[src/rtl/pipe_stage_elastic.sv]
// Elastic pipeline stage: a head register plus a one-entry skid, with flush and a bubble counter.
// Latency 1 cycle; throughput 1/cycle; in_ready is registered and drops only when the skid fills.
module pipe_stage_elastic #(
    parameter int                 DATA_W   = 48,
    parameter int                 CTRL_W   = 12,
    parameter logic [CTRL_W-1:0]  CTRL_NOP = '0,
    parameter int                 CNT_W    = 16
) (
    input  logic              clk,
    input  logic              rst,
    input  logic              in_valid,
    output logic              in_ready,
    input  logic [CTRL_W-1:0] in_ctrl,
    input  logic [DATA_W-1:0] in_data,
    output logic              out_valid,
    input  logic              out_ready,
    output logic [CTRL_W-1:0] out_ctrl,
    output logic [DATA_W-1:0] out_data,
    input  logic              flush,
    output logic [1:0]        occupancy,
    output logic [CNT_W-1:0]  bubble_cnt
);

    localparam logic [CNT_W-1:0] CNT_MAX = '1;

    logic              main_v_q,    main_v_d;
    logic [CTRL_W-1:0] main_ctrl_q, main_ctrl_d;
    logic [DATA_W-1:0] main_data_q, main_data_d;
    logic              skid_v_q,    skid_v_d;
    logic [CTRL_W-1:0] skid_ctrl_q, skid_ctrl_d;
    logic [DATA_W-1:0] skid_data_q, skid_data_d;
    logic              in_ready_q,  in_ready_d;
    logic [CNT_W-1:0]  bubble_q,    bubble_d;

    logic accept;
    logic pop;

    assign accept = in_valid & in_ready_q;
    assign pop    = main_v_q & out_ready;

    always_comb begin
        main_v_d    = main_v_q;
        main_ctrl_d = main_ctrl_q;
        main_data_d = main_data_q;
        skid_v_d    = skid_v_q;
        skid_ctrl_d = skid_ctrl_q;
        skid_data_d = skid_data_q;

        if (flush) begin
            main_v_d    = 1'b0;
            main_ctrl_d = CTRL_NOP;
            skid_v_d    = 1'b0;
            skid_ctrl_d = CTRL_NOP;
        end else if (!main_v_q) begin
            if (accept) begin
                main_v_d    = 1'b1;
                main_ctrl_d = in_ctrl;
                main_data_d = in_data;
            end
        end else if (!skid_v_q) begin
            if (pop && accept) begin
                main_ctrl_d = in_ctrl;
                main_data_d = in_data;
            end else if (pop) begin
                // Data is left in place; only ctrl is forced so no side effects leak.
                main_v_d    = 1'b0;
                main_ctrl_d = CTRL_NOP;
            end else if (accept) begin
                skid_v_d    = 1'b1;
                skid_ctrl_d = in_ctrl;
                skid_data_d = in_data;
            end
        end else if (pop) begin
            main_ctrl_d = skid_ctrl_q;
            main_data_d = skid_data_q;
            skid_v_d    = 1'b0;
            skid_ctrl_d = CTRL_NOP;
        end

        in_ready_d = ~skid_v_d;
    end

    always_comb begin
        bubble_d = bubble_q;
        if (out_ready && !main_v_q && bubble_q != CNT_MAX) begin
            bubble_d = bubble_q + 1'b1;
        end
    end

    always_ff @(posedge clk or negedge rst) begin
        if (!rst) begin
            main_v_q    <= 1'b0;
            main_ctrl_q <= CTRL_NOP;
            main_data_q <= '0;
            skid_v_q    <= 1'b0;
            skid_ctrl_q <= CTRL_NOP;
            skid_data_q <= '0;
            in_ready_q  <= 1'b0;
            bubble_q    <= '0;
        end else begin
            main_v_q    <= main_v_d;
            main_ctrl_q <= main_ctrl_d;
            main_data_q <= main_data_d;
            skid_v_q    <= skid_v_d;
            skid_ctrl_q <= skid_ctrl_d;
            skid_data_q <= skid_data_d;
            in_ready_q  <= in_ready_d;
            bubble_q    <= bubble_d;
        end
    end

    assign in_ready   = in_ready_q;
    assign out_valid  = main_v_q;
    assign out_ctrl   = main_ctrl_q;
    assign out_data   = main_data_q;
    assign occupancy  = {1'b0, main_v_q} + {1'b0, skid_v_q};
    assign bubble_cnt = bubble_q;

endmodule

[config.mk]
export PLATFORM = sky130hd
export DESIGN_NAME = pipe_stage_elastic
export DESIGN_NICKNAME = d
export VERILOG_FILES = /design/src/rtl/pipe_stage_elastic.sv
export SDC_FILE = /design/constraint.sdc
export NUM_CORES = 1
export LEC_CHECK = 0
export BUFFER_PORTS_ARGS = -buffer_cell sky130_fd_sc_hd__buf_2
export CORE_UTILIZATION = 40
export DETAILED_ROUTE_END_ITERATION = 10
export PLACE_DENSITY = 0.72
export SYNTH_ARGS = -nofsm -noshare
export SYNTH_HDL_FRONTEND = slang
export SYNTH_SLANG_ARGS = --single-unit
[constraint.sdc]
create_clock -name clk -period 2.62 [get_ports clk]
set_input_delay 0.524 -clock clk [delete_from_list [all_inputs] [get_ports clk]]
set_output_delay 0.524 -clock clk [all_outputs]
set_load 0.02 [all_outputs]
== After elaboration in Yosys (flattened, before gate mapping) ==
Index checks and enable logic that the tools add are counted.
Cells by class
  $add $sub $neg: 2
  equality and inequality tests: 8
  muxes and demuxes: 28
  bitwise logic cells: 7
  reductions and logical operators: 12
Operators by type and width (number)
  48-bit two-way mux: 5
  12-bit two-way mux: 12
  16-bit by 1-bit adder with 16-bit output (second input constant): 1
  16-bit inequality test (second input constant): 1
  1-bit two-way mux: 11
  3-bit by 2-bit inequality test with 1-bit output (second input constant): 2
  3-bit inequality test (second input constant): 2
  6-bit AND reduction: 1
  3-bit nonzero test: 2
  1-bit NOT: 5
  5-bit AND reduction: 1
  4-bit by 2-bit inequality test with 1-bit output (second input constant): 1
  4-bit by 3-bit inequality test with 1-bit output (second input constant): 1
  4-bit AND reduction: 1
  2-bit nonzero test: 2
  1-bit logical AND: 3
  3-bit by 1-bit inequality test with 1-bit output (second input constant): 1
  3-bit AND reduction: 1
  1-bit by 1-bit adder with 2-bit output: 1
  1-bit bitwise AND: 2
  1-bit logical NOT: 1
Word-level totals
  register bits after elaboration: 139
  input port bits: 65
  output and inout port bits: 80
  logic and storage cells: 65

== Depth between registers and ports, before layout ==
  depth after elaboration: 8
  mapped depth: 8
  gate-level depth less buffers: 6

== Least setup slack after synthesis ==
OpenSTA, ideal clock, no wires.
  path type: reg-to-reg
  start point: register main_v_q, in the netlist out_valid
  end point: register main_data_q[29], in the netlist out_data[29]
  setup time: 0.125 ns
  arrival: 2.009 ns
  data required time: 2.495 ns
  slack: 0.487 ns
  stages on the path, launching flop included: 8
  path buffers: 2
  clock period less this slack: 2.133 ns
  cell sequence: dfrtp_1 ha_1 nor2b_1 o32a_1 nor2_1 buf_4 buf_6 mux2_2
Between the ends
  cells in the longest elaborated chain, start to end: 4
  elaborated cells between the ends (all ways): 7
  classes of those cells: 2 x eq/ne; 1 x mux; 1 x bitwise; 3 x reduce/logical
Ends and longest elaborated chain
  from (decl): line 26  | logic main_v_q, main_v_d;
  from (signal assigned): line 101  | main_v_q <= main_v_d;
  1-bit bitwise AND: line 39  | assign pop = main_v_q & out_ready;
  1-bit logical AND: line 61  | if (pop && accept) begin
  3-bit by 1-bit inequality test with 1-bit output (no source line)
  4-bit AND reduction (no source line)
  to (signal assigned): line 103  | main_data_q <= main_data_d;
  to (decl): line 28  | logic [DATA_W-1:0] main_data_q, main_data_d;
Several ways; a longest one is shown, not always the timed one.
A chain may end at the register's enable or synchronous reset.

== Worst setup path in the final report ==
  start point: register main_v_q, in the netlist out_valid
  end point: register main_data_q[28], in the netlist out_data[28]
Same word-level chain as after synthesis.

==> impl_metrics.toml <==
[global_route]
grt-busiest-layer = "met2"
antenna_found_initial = 0
overflow = 0
grt_use_total_pct = 17.9
use_met1_pct = 22.9
use_met2_pct = 28.4
gr-usage-met3_pct = 5.01
grt_max_degree = 65
grt_first_pass_wirelength_mm = 22.5
grt_pass1_vias = 4736

[yosys]
synth.largest_area_cell = "dfrtp_1"
ys_async_sr_fraction_pct = 100
syn-num-nets = 599
ys_types = 39
synth_area_leaders = "dfrtp_1, mux2_2, nand2_1"
syn_avg_cell_area_um2 = 11.5
synth.cell_area_mm2 = 0.00612
synth_edf_count = 0
ys_seq_area_share_pct = 56.8
syn_inst = 531
synthFlopType = "dfrtp_1"
synth-seq-cells = 139
yosysWarnings = 0
yosysTopAreaCellShare_pct = 56.8

[drt]
wl_per_cell_um = 14.9
drt_iter0_drc = 249
drtPass1Iterations = 4
ant_nets = 0
vias = 4429
avgViaCountPerCell = 5.08
wl_mm = 13.0
drc_errors = 0

[floorplan]
core_mm2 = 0.0148
die_height_um = 126
die_area_mm2 = 0.0158
die_width_um = 126
ios = 145
rows = 44
initial_core_util_pct = 41.5

[cts]
cts_buffer_depth = 2
ctsResizeCount = 0
cts_tree = "built"
cts_made_buffers = 17
cts_max_level = 4
clock_latency_ps = 420
clk_pin_slew_ps = 60
cts_sinks = 139
cts_root_buf = "clkbuf_16"

[setup_path]
setup.worst_path.class = "flop to flop"
path_cells = "ha_1, nor2b_1, o32a_1, nor2_4, buf_12, mux2_2"
reg2reg_depth = 6
cp_max_fo = 48
cp.arrival_ps = 2460
endpoint = "out_data[28]"
slowest_delay_ps = 510
worstReg2RegStart = "out_valid"
end_kind = "flop"
worstPathRequired_ps = 2920
reg2reg_setup_slack_ps = 460
cp-start-kind = "flop"
r2r_end = "out_data[28]"
critPathLaunch = "out_valid"
critPathSlowestCell = "dfrtp_1"

[final_layout]
nFillCells = 1284
layout-drive-gt1-share_pct = 41.4
antennaDiodeCount = 0
nNetsFinal = 743
syn_to_final_growth_pct = 24.8
final_common_cell = "nand2_1"
mostFrequentLayoutCells = "nand2_1, buf_2, dfrtp_1, mux2_2, a22o_1"
final_core_util_pct = 51.8

[power_and_ir_drop]
peakVddDrop_uv = 410
p_comb_share_pct = 20.6
power.internal_w = 0.00477
power.switching_w = 0.00198
p_leak_nw = 3.80
seq_power_share_pct = 43.5
powerDensity_mw_per_mm2 = 883
power_w = 0.00675
p_clk_share_pct = 35.9
switching_share_pct = 29.4

[timing]
max_slew.worst_pin.slew_ps = 956
holdWs_ps = 314
period_needed_ps = 2160
post-route-period-util_pct = 82.3
fmax_mhz = 464
finalClockSkew_ps = 12.9
final.setup.tns_ps = 0
setup_viol = 0
slew_violations = 0
rsz0062_at_grt = "false"
finalHoldViolCount = 0
relSlewSlack_pct = 36.3

[run_status]
status = "completed"

[placement]
io_buffers = 144
gp_congestion = 0.857
hpwlAfterDp_mm = 8.92

[flow_run]
maxCapViolations = 0

[hold_path]
min_path_type = "input pin to flop"
-- worst min path at each step --
| stage | startpoint | endpoint | slack (ps) | cells after the start |
|---|---|---|---|---|
| CTS | in_data[37] | skid_data_q[37] | 290 | 3 |
| global placement | rst | out_ctrl[4] | 420 | 1 |
| floorplan | rst | bubble_cnt[0] | 230 | 0 |
| finish | in_data[32] | skid_data_q[32] | 310 | 3 |
| detailed placement | rst | out_ctrl[3] | 430 | 1 |
| global route | in_data[37] | skid_data_q[37] | 310 | 3 |
-- through the flow --
step	std cells	instance area, um^2	worst slack [ps]
final	872	7640	464
after global routing	872	7640	326
after CTS	872	7640	460
after detailed placement	839	7040	419
after global placement	839	7040	469
after floorplan	531	6120	487
-- state kept, by name (all words and copies together) (netlist names) --
name / count
out_ctrl: 12
bubble_cnt: 16
out_data: 48
in_ready: 1
skid_data_q: 48
skid_ctrl_q: 12
skid_v_q: 1
out_valid: 1
-- final cells by class --
cell class,instances,area (um^2),share of cell area [%]
multi-input cells,358,2490,32.6
well taps,184,230,3.01
inverters,5,18.8,0.246
clock inverters,8,115,1.51
repair buffers,154,830,10.9
flip-flops and latches,139,3480,45.5
clock buffers,24,482,6.30
-- timing repair --
| item | 4_1_cts | 5_1_grt |
|---|---|---|
| hold buffers | 1 | 0 |
| endpoints found under the setup margin | 0 | 0 |
| buffers inserted | 0 | 0 |
| hold endpoints to repair | 32 | 0 |
-- cell usage after synthesis, types with 5 or more instances --
master / count
nor2_1: 7
nor3_1: 5
nand4_1: 5
mux2_2: 95
clkbuf_1: 6
nand3_1: 9
buf_2: 20
xor2_1: 9
inv_1: 5
nand2_1: 153
a22o_1: 32
a21oi_1: 5
dfrtp_1: 139
-- metal layers --
metal | wire length [um] | share of wire [%]
met5 | 0 | 0
met4 | 170 | 1.3
met2 | 6200 | 48
met3 | 692 | 5.3
met1 | 5940 | 46
-- worst max-delay path, delay by kind of cell, from the launching register on --
kind / cells / cell delay [ps]
adders and majority gates: 1 / 300
and+or+nand+nor: 2 / 250
buffers and inverters: 1 / 270
muxes: 1 / 380
AOI/OAI and AO/OA: 1 / 320
DFF: 1 / 510
-- power groups by stage --
stage	Sequential (W)	Combinational, W	Clock [W]
after floorplan	0.00322	0.000586	0
after global placement	0.00293	0.00136	0
after detailed placement	0.00296	0.00141	0
after CTS	0.00293	0.00141	0.00248
after global routing	0.00301	0.00152	0.00257
final	0.00294	0.00139	0.00242
-- kinds of logic (layout without fill, tap and decap cells) --
logic type	count (synthesis)	in the layout	synth area share (%)
AO/OA/AOI/OAI	49	49	6.50
XOR/XNOR	12	12	1.72
adder cells (fa/ha/maj)	3	3	0.613
buffers and inverters	34	191	2.80
flip-flops	139	139	56.8
multiplexers	97	97	17.8
AND/OR/NAND/NOR	197	197	13.8
Power figures use the tool's default switching activity.
